### src/rtl/eth_tx_framer_if.sv
// Upstream byte stream (valid/ready) plus the GMII transmit side of eth_tx_framer;
// master = traffic source/sink side, slave = the framer itself.
interface eth_tx_framer_if;
  logic [7:0] txData;
  logic       txDataValid;
  logic       txDataLast;
  logic       txReady;
  logic [7:0] gmiiTxData;
  logic       gmiiTxEn;
  logic       gmiiTxErr;

  modport master (
    output txData, txDataValid, txDataLast,
    input  txReady, gmiiTxData, gmiiTxEn, gmiiTxErr
  );

  modport slave (
    input  txData, txDataValid, txDataLast,
    output txReady, gmiiTxData, gmiiTxEn, gmiiTxErr
  );
endinterface

### src/rtl/eth_tx_framer.sv
// GMII Ethernet TX framer: preamble/SFD, payload, zero pad and optional CRC-32 FCS (ETH_TX_FCS_EN); all outputs
// registered, accepted byte on GMII one cycle later; txReady only in SFD/DATA, an underrun aborts with one gmiiTxErr cycle.
module eth_tx_framer #(
  parameter int IPG_CYCLES  = 12,
  parameter int MIN_PAYLOAD = 60
) (
  input  logic             txClk,
  input  logic             rst,
  eth_tx_framer_if.slave   tx_if
);

  typedef enum logic [2:0] {IDLE, PREAMBLE, DATA, PAD, FCS, IPG} state_t;

  localparam int IPG_W = (IPG_CYCLES > 1) ? $clog2(IPG_CYCLES) : 1;
  localparam logic [IPG_W-1:0] IPG_LAST = IPG_W'((IPG_CYCLES > 0) ? IPG_CYCLES - 1 : 0);
  localparam logic [IPG_W-1:0] IPG_ONE  = IPG_W'(1);
  localparam logic [10:0]      MIN_CNT  = 11'(MIN_PAYLOAD);

`ifdef ETH_TX_FCS_EN
  localparam state_t BODY_NEXT = FCS;
`else
  localparam state_t BODY_NEXT = IPG;
`endif

  state_t             state_q, state_d;
  logic [7:0]         tx_data_q, tx_data_d;
  logic               tx_en_q, tx_en_d;
  logic               tx_err_q, tx_err_d;
  logic               tx_ready_q, tx_ready_d;
  logic [2:0]         pre_cnt_q, pre_cnt_d;
  logic [10:0]        byte_cnt_q, byte_cnt_d;
  logic [IPG_W-1:0]   ipg_cnt_q, ipg_cnt_d;
`ifdef ETH_TX_FCS_EN
  logic [31:0]        crc_q, crc_d;
  logic [1:0]         fcs_idx_q, fcs_idx_d;
  logic [31:0]        fcs_val;

  // Reflected CRC-32 (0x04C11DB7 bit-reversed), one byte LSB first.
  function automatic logic [31:0] crc_byte(input logic [31:0] c, input logic [7:0] d);
    logic [31:0] r;
    r = c;
    for (int i = 0; i < 8; i++) begin
      r = (r[0] ^ d[i]) ? ((r >> 1) ^ 32'hEDB88320) : (r >> 1);
    end
    return r;
  endfunction

  assign fcs_val = ~crc_q;
`endif

  function automatic logic [10:0] sat_inc(input logic [10:0] v);
    return (v == 11'h7FF) ? v : v + 11'd1;
  endfunction

  always_comb begin
    state_d    = state_q;
    tx_data_d  = 8'h00;
    tx_en_d    = 1'b0;
    tx_err_d   = 1'b0;
    tx_ready_d = 1'b0;
    pre_cnt_d  = pre_cnt_q;
    byte_cnt_d = byte_cnt_q;
    ipg_cnt_d  = '0;
`ifdef ETH_TX_FCS_EN
    crc_d      = crc_q;
    fcs_idx_d  = fcs_idx_q;
`endif
    case (state_q)
      IDLE: begin
        if (tx_if.txDataValid) begin
          state_d    = PREAMBLE;
          tx_data_d  = 8'h55;
          tx_en_d    = 1'b1;
          pre_cnt_d  = 3'd1;
          byte_cnt_d = '0;
`ifdef ETH_TX_FCS_EN
          crc_d      = 32'hFFFF_FFFF;
          fcs_idx_d  = '0;
`endif
        end
      end
      PREAMBLE: begin
        tx_en_d = 1'b1;
        // SFD goes out while DATA already accepts, so payload follows with no gap.
        if (pre_cnt_q == 3'd7) begin
          tx_data_d  = 8'hD5;
          tx_ready_d = 1'b1;
          state_d    = DATA;
        end else begin
          tx_data_d = 8'h55;
          pre_cnt_d = pre_cnt_q + 3'd1;
        end
      end
      DATA: begin
        tx_en_d = 1'b1;
        if (tx_if.txDataValid) begin
          tx_data_d  = tx_if.txData;
          byte_cnt_d = sat_inc(byte_cnt_q);
`ifdef ETH_TX_FCS_EN
          crc_d      = crc_byte(crc_q, tx_if.txData);
`endif
          if (tx_if.txDataLast) begin
            state_d = (byte_cnt_d < MIN_CNT) ? PAD : BODY_NEXT;
          end else begin
            tx_ready_d = 1'b1;
          end
        end else begin
          tx_err_d = 1'b1;
          state_d  = IPG;
        end
      end
      PAD: begin
        tx_en_d    = 1'b1;
        byte_cnt_d = sat_inc(byte_cnt_q);
`ifdef ETH_TX_FCS_EN
        crc_d      = crc_byte(crc_q, 8'h00);
`endif
        if (byte_cnt_d >= MIN_CNT) begin
          state_d = BODY_NEXT;
        end
      end
`ifdef ETH_TX_FCS_EN
      FCS: begin
        tx_en_d   = 1'b1;
        tx_data_d = fcs_val[8*fcs_idx_q +: 8];
        fcs_idx_d = fcs_idx_q + 2'd1;
        if (fcs_idx_q == 2'd3) begin
          state_d = IPG;
        end
      end
`endif
      IPG: begin
        // The first IPG cycle still shows the final frame byte; IDLE adds the last idle cycle.
        if (ipg_cnt_q == IPG_LAST) begin
          state_d = IDLE;
        end else begin
          ipg_cnt_d = ipg_cnt_q + IPG_ONE;
        end
      end
      default: state_d = IDLE;
    endcase
  end

  always_ff @(posedge txClk) begin
    if (rst) begin
      state_q    <= IDLE;
      tx_data_q  <= 8'h00;
      tx_en_q    <= 1'b0;
      tx_err_q   <= 1'b0;
      tx_ready_q <= 1'b0;
      pre_cnt_q  <= '0;
      byte_cnt_q <= '0;
      ipg_cnt_q  <= '0;
`ifdef ETH_TX_FCS_EN
      crc_q      <= 32'hFFFF_FFFF;
      fcs_idx_q  <= '0;
`endif
    end else begin
      state_q    <= state_d;
      tx_data_q  <= tx_data_d;
      tx_en_q    <= tx_en_d;
      tx_err_q   <= tx_err_d;
      tx_ready_q <= tx_ready_d;
      pre_cnt_q  <= pre_cnt_d;
      byte_cnt_q <= byte_cnt_d;
      ipg_cnt_q  <= ipg_cnt_d;
`ifdef ETH_TX_FCS_EN
      crc_q      <= crc_d;
      fcs_idx_q  <= fcs_idx_d;
`endif
    end
  end

  assign tx_if.txReady    = tx_ready_q;
  assign tx_if.gmiiTxData = tx_data_q;
  assign tx_if.gmiiTxEn   = tx_en_q;
  assign tx_if.gmiiTxErr  = tx_err_q;

endmodule
### src/flat_wrapper.sv
// flat-port wrapper written by rule: the top's interface ports become plain ports
module eth_tx_framer_flat 
#(
  parameter int IPG_CYCLES  = 12,
  parameter int MIN_PAYLOAD = 60
)
  (txClk, rst, tx_if_txData, tx_if_txDataValid, tx_if_txDataLast, tx_if_txReady, tx_if_gmiiTxData, tx_if_gmiiTxEn, tx_if_gmiiTxErr);
  eth_tx_framer_if tx_if_i ();
  input  logic txClk;
  input  logic rst;
  input wire logic [$bits(tx_if_i.txData)-1:0] tx_if_txData;
  input wire logic [$bits(tx_if_i.txDataValid)-1:0] tx_if_txDataValid;
  input wire logic [$bits(tx_if_i.txDataLast)-1:0] tx_if_txDataLast;
  output wire logic [$bits(tx_if_i.txReady)-1:0] tx_if_txReady;
  output wire logic [$bits(tx_if_i.gmiiTxData)-1:0] tx_if_gmiiTxData;
  output wire logic [$bits(tx_if_i.gmiiTxEn)-1:0] tx_if_gmiiTxEn;
  output wire logic [$bits(tx_if_i.gmiiTxErr)-1:0] tx_if_gmiiTxErr;
  assign tx_if_i.txData = tx_if_txData;
  assign tx_if_i.txDataValid = tx_if_txDataValid;
  assign tx_if_i.txDataLast = tx_if_txDataLast;
  assign tx_if_txReady = tx_if_i.txReady;
  assign tx_if_gmiiTxData = tx_if_i.gmiiTxData;
  assign tx_if_gmiiTxEn = tx_if_i.gmiiTxEn;
  assign tx_if_gmiiTxErr = tx_if_i.gmiiTxErr;
  eth_tx_framer #(.IPG_CYCLES(IPG_CYCLES), .MIN_PAYLOAD(MIN_PAYLOAD)) u_core (.txClk(txClk), .rst(rst), .tx_if(tx_if_i));
endmodule
### config.mk
export PLATFORM = sky130hd
export DESIGN_NAME = eth_tx_framer_flat
export DESIGN_NICKNAME = d
export VERILOG_FILES = /design/src/rtl/eth_tx_framer_if.sv /design/src/rtl/eth_tx_framer.sv /design/src/flat_wrapper.sv
export SDC_FILE = /design/constraint.sdc
export NUM_CORES = 1
export LEC_CHECK = 0
export ABC_AREA = 1
export ABC_CLOCK_PERIOD_IN_PS = 2000
export CELL_PAD_IN_SITES_DETAIL_PLACEMENT = 1
export CELL_PAD_IN_SITES_GLOBAL_PLACEMENT = 1
export CORE_ASPECT_RATIO = 0.9
export CORE_UTILIZATION = 38
export DETAILED_ROUTE_END_ITERATION = 16
export PLACE_DENSITY = 0.8
export SYNTH_ARGS = -nofsm -noshare
export SYNTH_HDL_FRONTEND = slang
export SYNTH_SLANG_ARGS = --single-unit
### constraint.sdc
create_clock -name txClk -period 2 [get_ports txClk]
set_input_delay 0.4 -clock txClk [delete_from_list [all_inputs] [get_ports txClk]]
set_output_delay 0.4 -clock txClk [all_outputs]
set_load 0.05 [all_outputs]
==> results of run 1 <==
-- report_power, final --
group          internal [mW]  switching [mW]  leakage, nW
clock network          0.369           0.246       0.0552
logic                  0.292           0.508        0.535
registers              0.719          0.0481        0.261
-- cells in the mapped netlist, types with 2 or more instances --
master / count / share of area, %
sky130_fd_sc_hd__xnor2_1: 2 / 1.1
sky130_fd_sc_hd__dfxtp_1: 32 / 39
sky130_fd_sc_hd__nor2_1: 23 / 5.3
sky130_fd_sc_hd__clkbuf_1: 3 / 0.69
sky130_fd_sc_hd__nor2_2: 5 / 1.9
sky130_fd_sc_hd__o21ai_1: 2 / 0.61
sky130_fd_sc_hd__nand3_1: 11 / 3.4
sky130_fd_sc_hd__o21ai_0: 5 / 1.5
sky130_fd_sc_hd__ha_1: 4 / 3.1
sky130_fd_sc_hd__inv_1: 26 / 6.0
sky130_fd_sc_hd__nand2_1: 58 / 13
sky130_fd_sc_hd__nand4_1: 4 / 1.5
sky130_fd_sc_hd__nand2_2: 7 / 2.7
sky130_fd_sc_hd__inv_2: 3 / 0.69
sky130_fd_sc_hd__a211oi_1: 2 / 0.92
sky130_fd_sc_hd__a21oi_1: 21 / 6.5
sky130_fd_sc_hd__xor2_1: 3 / 1.6
sky130_fd_sc_hd__nor2_4: 7 / 4.8
-- metal layers --
metal	track usage, %	up-vias	routed length (um)	share of wire (%)
met1	24.6	684	2040	49
met4	5.75	0	46	1.1
met2	31.3	30	1830	44
met5	0	-	0	0
li1	-	789	-	-
met3	7.57	7	217	5.3
-- area by class of cell --
cell class,instances,share of cell area [%]
Clock buffer,6,3.47
Clock inverter,2,1.67
Inverter,29,5.20
Multi-Input combinational cell,162,41.4
Sequential cell,32,30.7
Tap cell,48,2.87
Timing Repair Buffer,32,14.7
-- state kept, by name, summed over array words and instances, names as in the netlist --
signal	cells
u_core.pre_cnt_q	3
u_core.byte_cnt_q	11
u_core.tx_if.txReady	1
u_core.state_q	3
u_core.ipg_cnt_q	4
u_core.tx_if.gmiiTxErr	1
u_core.tx_if.gmiiTxData	8
u_core.tx_if.gmiiTxEn	1
-- cell families after synthesis --
logic type	after synthesis	share of synthesized area, %
AND/OR/NAND/NOR	121	36.8
buffers and inverters	33	7.68
AO/OA/AOI/OAI	32	10.4
flip-flops	32	39.3
XOR/XNOR	5	2.69
adder cells (fa/ha/maj)	4	3.07
-- how the worst max path moves through the flow --
stage	start	to	slack [ps]
after global routing	u_core.byte_cnt_q[1]$_SDFFE_PP0P_	u_core.state_q[1]$_SDFFE_PP0P_	-10
after CTS	u_core.byte_cnt_q[1]$_SDFFE_PP0P_	u_core.state_q[2]$_SDFFE_PP0P_	40
after detailed placement	tx_if_txDataValid	u_core.state_q[2]$_SDFFE_PP0P_	20
after floorplan	u_core.byte_cnt_q[0]$_SDFFE_PP0P_	u_core.state_q[1]$_SDFFE_PP0P_	230
after global placement	tx_if_txDataValid	u_core.state_q[1]$_SDFFE_PP0P_	120
final	u_core.byte_cnt_q[1]$_SDFFE_PP0P_	u_core.state_q[2]$_SDFFE_PP0P_	120
-- metrics by stage --
stage | utilization, % | TNS [ps] | hold WS [ps]
2_1_floorplan | - | 0 | 418
3_3_place_gp | 47.9 | 0 | 434
3_5_place_dp | 47.9 | 0 | 451
4_1_cts | 50.5 | 0 | 467
5_1_grt | 51.0 | -11.8 | 490
6_report | 51.0 | 0 | 461
-- what timing repair did --
action | in CTS | in global routing
gates resized for setup | 0 | 2
hold endpoints to repair | 0 | 0
buffers inserted | 0 | 2
setup endpoints to repair | 0 | 2
-- critical path, cell delays in order, from the launching register on --
cell                      delay [ps]
sky130_fd_sc_hd__dfxtp_2         370
sky130_fd_sc_hd__ha_2            200
sky130_fd_sc_hd__nand2_2          90
sky130_fd_sc_hd__nor2_4          180
sky130_fd_sc_hd__buf_4           140
sky130_fd_sc_hd__xnor2_1         110
sky130_fd_sc_hd__nand2_1         100
sky130_fd_sc_hd__nand3_1         170
sky130_fd_sc_hd__nand4_2         130
sky130_fd_sc_hd__nand2_2          80
sky130_fd_sc_hd__inv_2            40
sky130_fd_sc_hd__nor2_1          100
sky130_fd_sc_hd__nor2_1           60
==> flow_metrics.env, run 1 <==
export IMPL_ctsHtreeMaxLevel=2
export IMPL_wire_length_after_detailed_routing_mm=4.13
export IMPL_worstSetupStartpointType="flip-flop"
export IMPL_worstRegToRegCells=12
export IMPL_grtUsageTotal_pct=19.6
export IMPL_antenna_cells_inserted=0
export IMPL_final_cell_area_um2=2090
export IMPL_final_cell_mix="58 x sky130_fd_sc_hd__nand2_1, 31 x sky130_fd_sc_hd__dfxtp_1, 26 x sky130_fd_sc_hd__inv_1"
export IMPL_required_time_of_the_worst_setup_path_ps=2180
export IMPL_number_of_global_route_vias_before_repair=1472
export IMPL_vdd_ir_drop_max_mv=0.483
export IMPL_min_delay_start="u_core.ipg_cnt_q[0]$_SDFF_PP0_"
export IMPL_multiInputGateArea_um2=866
export IMPL_iter_0_drt_violations=57
export IMPL_finalCriticalPeriod_ps=1880
export IMPL_via_per_inst=4.86
export IMPL_netlist_area_um2=1630
export IMPL_end_kind="flip-flop"
export IMPL_ys_ff_latch=32
export IMPL_clk_path_buf_depth=2
export IMPL_timing_fmax_mhz=531
export IMPL_ctsHoldBuffers=0
export IMPL_power_per_cell_area_nw_per_um2=1040
export IMPL_synthesis_instances=227
export IMPL_period_utilisation_layout_pct=94.2
export IMPL_timing_max_cap_violations=0
export IMPL_num_vias=1510
export IMPL_ys_types=27
export IMPL_grt_antenna_before_repair=0
export IMPL_crit_path_max_fanout=5
export IMPL_final_setup_skew_ps=2.76
export IMPL_numCtsBuffers=5
export IMPL_ios=23
export IMPL_postSynthNetCount=243
export IMPL_timing_hold_worst_endpoint="u_core.ipg_cnt_q[0]$_SDFF_PP0_"
export IMPL_layout_area_seq_um2=642
export IMPL_worst_pin_slew_ps=520
export IMPL_dp_final_hpwl_mm=3.10
export IMPL_die_w_um=71.0
export IMPL_clock_latency_ps=290
export IMPL_drcViolationCount=0
export IMPL_maxSlewHeadroom_pct=65.2
export IMPL_die_area_um2=4550
export IMPL_gp_congestion=0.856
export IMPL_most_common_cell_after_layout_fill_and_taps_aside="sky130_fd_sc_hd__nand2_1"
export IMPL_detail_routed_net_length_per_standard_cell_um=13.3
export IMPL_hold_class="reg -> reg"
export IMPL_die_height_um=64.1
export IMPL_fin_ws_ps=116
export IMPL_fin_total_pwr_mw=2.18
export IMPL_hold_viol_final=0
export IMPL_placementRows=22
export IMPL_overflow=0
export IMPL_finalSetupViolations=0
export IMPL_p_leak_nw=0.851
export IMPL_synth_avg_cell_area_um2=7.18
export IMPL_ys_seq_area_share_pct=39.3
export IMPL_design_core_area_um2=4100
export IMPL_initial_core_util_pct=39.7
export IMPL_status="completed"
export IMPL_pre_cts_slack_ps=15.5
export IMPL_maxSlewViolCount=0
export IMPL_cts_sink_count=32
export IMPL_critical_path_arrival_ps=2070
export IMPL_drt_pass1_iterations=4
export IMPL_total_of_fill_cells_in_the_finished_design=526
export IMPL_numPlacedInstances=301
export IMPL_finalNonFillerCells=311
export IMPL_detail_route_antenna_nets=0
export IMPL_syn2layout_area_growth_pct=28.4
export IMPL_crit_reg2reg_capture="u_core.state_q[2]$_SDFFE_PP0P_"
export IMPL_yosysWarningCount=0
export IMPL_layout_drive_gt1_share_pct=17.1
export IMPL_min_delay_path_depth=1
export IMPL_largest_net_degree_at_the_start_of_global_routing=15
export IMPL_timing_setup_critical_path_class="reg -> reg"
export IMPL_clkTransAtPathRegs_ps=70
export IMPL_placed_cell_area_um2=1970
export IMPL_global_route_wire_length_before_repair_mm=6.81
export IMPL_buffer_ports_inserted=22
export IMPL_synthFlopType="sky130_fd_sc_hd__dfxtp_1"
export IMPL_synth_edf_count=0
export IMPL_cts_tree="built"
export IMPL_r2r_start="u_core.byte_cnt_q[1]$_SDFFE_PP0P_"
export IMPL_post_synth_arst_share_pct=0
export IMPL_reg2reg_slack_ps=120
export IMPL_layout_nets=278
export IMPL_cts_root_buffer_cell="sky130_fd_sc_hd__clkbuf_8"
(Power assumes the default switching activity.)
==> inputs of run 2 (changes only) <==
Settings changed: REMOVE_ABC_BUFFERS set to 1.
==> run 2 against run 1 <==
Net effect:
- the run now ends with DRC left
- sequential power hardly changed
- flip-flop and latch count did not move
- global-route usage is 1.0 points higher
- final area is 2.2% lower
- via count rose by 4.0%
- clock skew rose by 2.3 ps
- maximum frequency up 5.2%
- sequential share of layout area increased by 0.68 points
- total power down 6.4%
- first-iteration DRC count decreased by 5.3%
- die area is the same
- utilization decreased by 1.1 points
==> flow_metrics.env, run 2 (synthesized netlist as in run 1, its figures left out) <==
export IMPL_largest_register_ff_count=11
export IMPL_clkTransAtPathRegs_ps=70
export IMPL_wire_length_after_detailed_routing_mm=4.16
export IMPL_overflow=0
export IMPL_worstRegToRegCells=12
export IMPL_number_of_global_route_vias_before_repair=1653
export IMPL_fin_ws_ps=209
export IMPL_slowest_library_cell_on_the_worst_path="sky130_fd_sc_hd__clkdlybuf4s50_1"
export IMPL_placed_cell_area_um2=1950
export IMPL_status="finished with violations"
export IMPL_largest_net_degree_at_the_start_of_global_routing=12
export IMPL_worstSetupStartpointType="flip-flop"
export IMPL_iter_0_drt_violations=54
export IMPL_ctsHtreeMaxLevel=2
export IMPL_final_cell_area_um2=2050
export IMPL_initial_core_util_pct=39.7
export IMPL_fin_total_pwr_mw=2.04
export IMPL_design_core_area_um2=4100
export IMPL_r2r_start="u_core.byte_cnt_q[1]$_SDFFE_PP0P_"
export IMPL_sum_of_negative_setup_slack_ps=0
export IMPL_pre_cts_slack_ps=20.8
export IMPL_cts_tree="built"
export IMPL_final_setup_skew_ps=5.10
export IMPL_grt_setup_unrepaired="false"
export IMPL_timing_fmax_mhz=558
export IMPL_crit_path_max_fanout=1
export IMPL_num_vias=1571
export IMPL_maxSlewHeadroom_pct=65.8
export IMPL_ctsHoldBuffers=0
export IMPL_registers_top_by_ff_count="u_core.byte_cnt_q"
export IMPL_ios=23
export IMPL_cts_root_buffer_cell="sky130_fd_sc_hd__clkbuf_8"
export IMPL_worst_path_buf_inv=1
export IMPL_grt_antenna_before_repair=0
export IMPL_syn2layout_area_growth_pct=25.7
export IMPL_min_delay_start="u_core.ipg_cnt_q[0]$_SDFF_PP0_"
export IMPL_critPathTopFamily="buffers and inverters"
export IMPL_numCtsBuffers=5
export IMPL_post_cts_setup_buffer_count=0
export IMPL_timing_setup_critical_path_class="reg -> out"
export IMPL_maxSlewViolCount=0
export IMPL_required_time_of_the_worst_setup_path_ps=1600
export IMPL_grtUsageTotal_pct=20.6
export IMPL_numPlacedInstances=300
export IMPL_hold_class="reg -> reg"
export IMPL_die_area_um2=4550
export IMPL_vdd_ir_drop_max_mv=0.412
export IMPL_finalNonFillerCells=308
export IMPL_gp_congestion=0.817
export IMPL_finalCriticalPeriod_ps=1790
export IMPL_layout_nets=275
export IMPL_p_leak_nw=0.826
export IMPL_antenna_cells_inserted=0
export IMPL_worst_pin_slew_ps=512
export IMPL_placementRows=22
export IMPL_drcViolationCount=4
export IMPL_cts_sink_count=32
export IMPL_final_cell_mix="58 x sky130_fd_sc_hd__nand2_1, 31 x sky130_fd_sc_hd__dfxtp_1, 26 x sky130_fd_sc_hd__inv_1"
export IMPL_hold_viol_final=0
export IMPL_clk_path_buf_depth=2
export IMPL_end_kind="primary output"
export IMPL_global_route_wire_length_before_repair_mm=7.26
export IMPL_power_per_cell_area_nw_per_um2=998
export IMPL_crit_reg2reg_capture="u_core.state_q[1]$_SDFFE_PP0P_"
export IMPL_period_utilisation_layout_pct=89.6
export IMPL_timing_max_cap_violations=0
export IMPL_min_delay_path_depth=1
export IMPL_via_per_inst=5.10
export IMPL_buffer_ports_inserted=22
export IMPL_layout_drive_gt1_share_pct=16.9
export IMPL_die_height_um=64.1
export IMPL_cpPeakStageDelay_ps=800
export IMPL_detail_route_antenna_nets=0
export IMPL_die_w_um=71.0
export IMPL_violated_checks="DRC"
export IMPL_worstPathCellList="clkdlybuf4s50_1"
export IMPL_drt_pass1_iterations=10
export IMPL_reg2reg_slack_ps=210
export IMPL_finalSetupViolations=0
export IMPL_critical_path_arrival_ps=1390
export IMPL_timing_hold_worst_endpoint="u_core.ipg_cnt_q[0]$_SDFF_PP0_"
export IMPL_dp_final_hpwl_mm=3.21
export IMPL_most_common_cell_after_layout_fill_and_taps_aside="sky130_fd_sc_hd__nand2_1"
export IMPL_clock_latency_ps=290
export IMPL_detail_routed_net_length_per_standard_cell_um=13.5
run 2: changes by cell type in the layout (fill, tap and decap cells not counted), sizes merged:
cell    change
clkinv      +1
bufinv      -1
buf         -3
run 2: what timing repair did:
item | CTS | global route
hold endpoints to repair | 0 | 0
gates resized for setup | 0 | 3
setup endpoints to repair | 0 | 3
run 2: cell type report:
class | instances | area, um^2
clock buffer | 6 | 82.6
clock inverter | 2 | 10.0
fill | 549 | 2050
inverter | 29 | 109
multi-input combinational | 162 | 871
sequential | 32 | 642
tap | 48 | 60.1
timing repair buffer | 29 | 273
run 2: metrics by stage:
step / utilization (%) / hold slack [ps]
final: 49.9 / 466
after global routing: 49.9 / 489
after CTS: 49.7 / 476
after detailed placement: 47.4 / 463
after global placement: 47.4 / 430
after floorplan: - / 418
run 2: per-layer routing:
| metal | part of all wire (%) | vias up | global-route usage [%] |
|---|---|---|---|
| li1 | - | 787 | - |
| met1 | 48 | 752 | 24.3 |
| met2 | 48 | 24 | 35.6 |
| met3 | 2.3 | 8 | 4.57 |
| met4 | 1.8 | 0 | 9.75 |
| met5 | 0 | - | 0 |
run 2: where the power goes:
group / switching, mW / leakage [nW] / total, mW / internal (mW)
logic: 0.500 / 0.514 / 0.757 / 0.257
clock network: 0.245 / 0.0510 / 0.519 / 0.274
registers: 0.0478 / 0.261 / 0.767 / 0.719
run 2: worst max path at each step:
stage | startpoint | to | slack, ps | depth (start not counted)
after global routing | u_core.byte_cnt_q[1]$_SDFFE_PP0P_ | u_core.state_q[2]$_SDFFE_PP0P_ | 10 | 12
after CTS | u_core.byte_cnt_q[1]$_SDFFE_PP0P_ | u_core.state_q[1]$_SDFFE_PP0P_ | 110 | 12
after detailed placement | tx_if_txDataValid | u_core.state_q[1]$_SDFFE_PP0P_ | 20 | 9
final | u_core.tx_if.gmiiTxData[7]$_SDFF_PP0_ | tx_if_gmiiTxData[7] | 210 | 1
after global placement | tx_if_txDataValid | u_core.state_q[1]$_SDFFE_PP0P_ | 90 | 9
after floorplan | u_core.byte_cnt_q[0]$_SDFFE_PP0P_ | u_core.state_q[1]$_SDFFE_PP0P_ | 230 | 12
==> inputs of run 3 (changes only) <==
Settings changed: CORE_UTILIZATION 38 to 44, DONT_BUFFER_PORTS set to 1.
==> run 3 against run 2 <==
Net effect:
- the run now ends clean
- first-iteration DRC count up 78%
- count of clock-buffer cells in the layout stayed put
- sequential share of layout area up 4.7 points
- highest routed layer unchanged
- maximum frequency is 1.2% lower
- utilization rose by 1.9 points
- cell count decreased by 9.7%
- critical path depth up 11
==> flow_metrics.env, run 3 (synthesized netlist as in run 1, its figures left out) <==
export IMPL_status="completed"
export IMPL_overflow=0
export IMPL_reg2reg_slack_ps=190
export IMPL_placementRows=20
export IMPL_crit_path_max_fanout=5
export IMPL_power_per_cell_area_nw_per_um2=1070
export IMPL_ios=23
export IMPL_antenna_cells_inserted=0
export IMPL_cts_root_buffer_cell="sky130_fd_sc_hd__clkbuf_8"
export IMPL_comb_power_share_pct=25.0
export IMPL_layout_drive_gt1_share_pct=16.7
export IMPL_final_setup_skew_ps=7.62
export IMPL_die_w_um=66.1
export IMPL_clk_path_buf_depth=2
export IMPL_detail_routed_net_length_per_standard_cell_um=15.2
export IMPL_pre_cts_slack_ps=88.4
export IMPL_worstRegToRegCells=12
export IMPL_cts_sink_count=32
export IMPL_die_height_um=59.7
export IMPL_maxSlewViolCount=0
export IMPL_finalCriticalPeriod_ps=1810
export IMPL_power_report_internal_total_mw=1.13
export IMPL_design_core_area_um2=3450
export IMPL_grt_antenna_before_repair=0
export IMPL_largest_net_degree_at_the_start_of_global_routing=24
export IMPL_registers_top_by_ff_count="u_core.byte_cnt_q"
export IMPL_maxSlewHeadroom_pct=67.1
export IMPL_final_cell_mix="58 x sky130_fd_sc_hd__nand2_1, 31 x sky130_fd_sc_hd__dfxtp_1, 26 x sky130_fd_sc_hd__inv_1"
export IMPL_gp_congestion=0.856
export IMPL_timing_setup_critical_path_class="reg -> reg"
export IMPL_number_of_global_route_vias_before_repair=1476
export IMPL_grt_setup_unrepaired="false"
export IMPL_hold_slack_ps=177
export IMPL_cpPeakStageDelay_ps=370
export IMPL_ctsHtreeMaxLevel=2
export IMPL_syn2layout_area_growth_pct=9.83
export IMPL_initial_core_util_pct=47.2
export IMPL_required_time_of_the_worst_setup_path_ps=2180
export IMPL_vdd_ir_drop_max_mv=0.570
export IMPL_drcViolationCount=0
export IMPL_critical_path_arrival_ps=1990
export IMPL_detail_route_antenna_nets=0
export IMPL_worstSetupStartpointType="flip-flop"
export IMPL_finalSetupViolations=0
export IMPL_power_frac_seq_pct=48.0
export IMPL_power_switching_fraction_pct=40.6
export IMPL_p_leak_nw=0.726
export IMPL_largest_register_ff_count=11
export IMPL_end_kind="flip-flop"
export IMPL_ctsHoldBuffers=0
export IMPL_layout_nets=249
export IMPL_crit_reg2reg_capture="u_core.state_q[1]$_SDFFE_PP0P_"
export IMPL_die_area_um2=3950
export IMPL_fin_ws_ps=186
export IMPL_hold_viol_final=0
export IMPL_wire_length_after_detailed_routing_mm=4.24
export IMPL_iter_0_drt_violations=96
export IMPL_via_per_inst=5.37
export IMPL_period_utilisation_layout_pct=90.7
export IMPL_buffer_ports_inserted=0
export IMPL_dp_final_hpwl_mm=3.06
export IMPL_timing_max_cap_violations=0
export IMPL_global_route_wire_length_before_repair_mm=6.78
export IMPL_worst_pin_slew_ps=493
export IMPL_worst_path_most_repeated_cell="sky130_fd_sc_hd__nand2_2"
export IMPL_critical_path_startpoint="u_core.byte_cnt_q[1]$_SDFFE_PP0P_"
export IMPL_p_sw_uw=776
export IMPL_numCtsBuffers=5
export IMPL_hold_class="in -> reg"
export IMPL_worstPathCellList="ha_2, nand2_2, nor2_4, nand2_2, xor2_1, nand2_1, nor2_4, nand4_2, nand2_2, inv_2, nor2_1, nor2_2"
export IMPL_clock_latency_ps=280
export IMPL_grtUsageTotal_pct=23.5
export IMPL_crit_path_to="u_core.state_q[1]$_SDFFE_PP0P_"
export IMPL_r2r_start="u_core.byte_cnt_q[1]$_SDFFE_PP0P_"
export IMPL_slowest_library_cell_on_the_worst_path="sky130_fd_sc_hd__dfxtp_4"
export IMPL_most_common_cell_after_layout_fill_and_taps_aside="sky130_fd_sc_hd__nand2_1"
export IMPL_num_vias=1494
export IMPL_sum_of_negative_setup_slack_ps=0
export IMPL_power_clock_fraction_pct=27.0
export IMPL_cts_tree="built"
export IMPL_drt_pass1_iterations=4
export IMPL_timing_fmax_mhz=551
export IMPL_clkTransAtPathRegs_ps=60
## run 3: what timing repair did
action	in CTS	in global routing
gates resized for setup	0	3
buffers inserted	0	1
endpoints found under the setup margin	0	3
## run 3: worst min path at each step
stage	start	end	slack [ps]	cells past startpoint
6_report	rst	u_core.byte_cnt_q[1]$_SDFFE_PP0P_	180	1
5_1_grt	rst	u_core.byte_cnt_q[7]$_SDFFE_PP0P_	170	1
4_1_cts	rst	u_core.byte_cnt_q[7]$_SDFFE_PP0P_	170	1
3_5_place_dp	u_core.pre_cnt_q[0]$_SDFFE_PP0P_	u_core.pre_cnt_q[0]$_SDFFE_PP0P_	460	1
3_3_place_gp	u_core.ipg_cnt_q[0]$_SDFF_PP0_	u_core.ipg_cnt_q[0]$_SDFF_PP0_	430	1
2_1_floorplan	u_core.ipg_cnt_q[0]$_SDFF_PP0_	u_core.ipg_cnt_q[0]$_SDFF_PP0_	420	1
## run 3: layout make-up
cell class                      instances  area, um^2
Tap cell                               44        55.1
Timing Repair Buffer                    3        22.5
Fill cell                             450        1660
Sequential cell                        32         644
Clock inverter                          2        10.0
Multi-Input combinational cell        162         866
Clock buffer                            6        82.6
Inverter                               29         109
## run 3: routing by layer
| metal | share of wire, % | vias up | global-route usage (%) |
|---|---|---|---|
| met5 | 0 | - | 0 |
| met4 | 1.7 | 0 | 7.60 |
| met3 | 3.1 | 9 | 5.15 |
| met2 | 51 | 33 | 41.5 |
| met1 | 44 | 716 | 28.5 |
| li1 | - | 736 | - |
## run 3: critical path, delay by kind of cell (launching register included)
| family | cells | cell delay (ps) |
|---|---|---|
| xor+xnor | 1 | 130 |
| fa+ha+maj | 1 | 190 |
| buf+inv | 1 | 50 |
| flops | 1 | 370 |
| simple gates | 9 | 970 |
## run 3: power by group through the flow
| stage | Sequential [mW] | Clock [mW] | Combinational [mW] |
|---|---|---|---|
| floorplan | 0.921 | 0 | 0.339 |
| global placement | 0.924 | 0 | 0.443 |
| detailed placement | 0.933 | 0 | 0.467 |
| CTS | 0.919 | 0.521 | 0.478 |
| global route | 0.927 | 0.566 | 0.530 |
| finish | 0.916 | 0.516 | 0.478 |
## run 3: through the flow
step / total power, mW / instances / util [%] / area (um^2)
detailed placement: 1.40 / 269 / 48.7 / 1680
global route: 2.02 / 278 / 51.8 / 1790
CTS: 1.92 / 277 / 51.4 / 1780
floorplan: 1.26 / 223 / - / 1610
finish: 1.91 / 278 / 51.8 / 1790
global placement: 1.37 / 269 / 48.7 / 1680
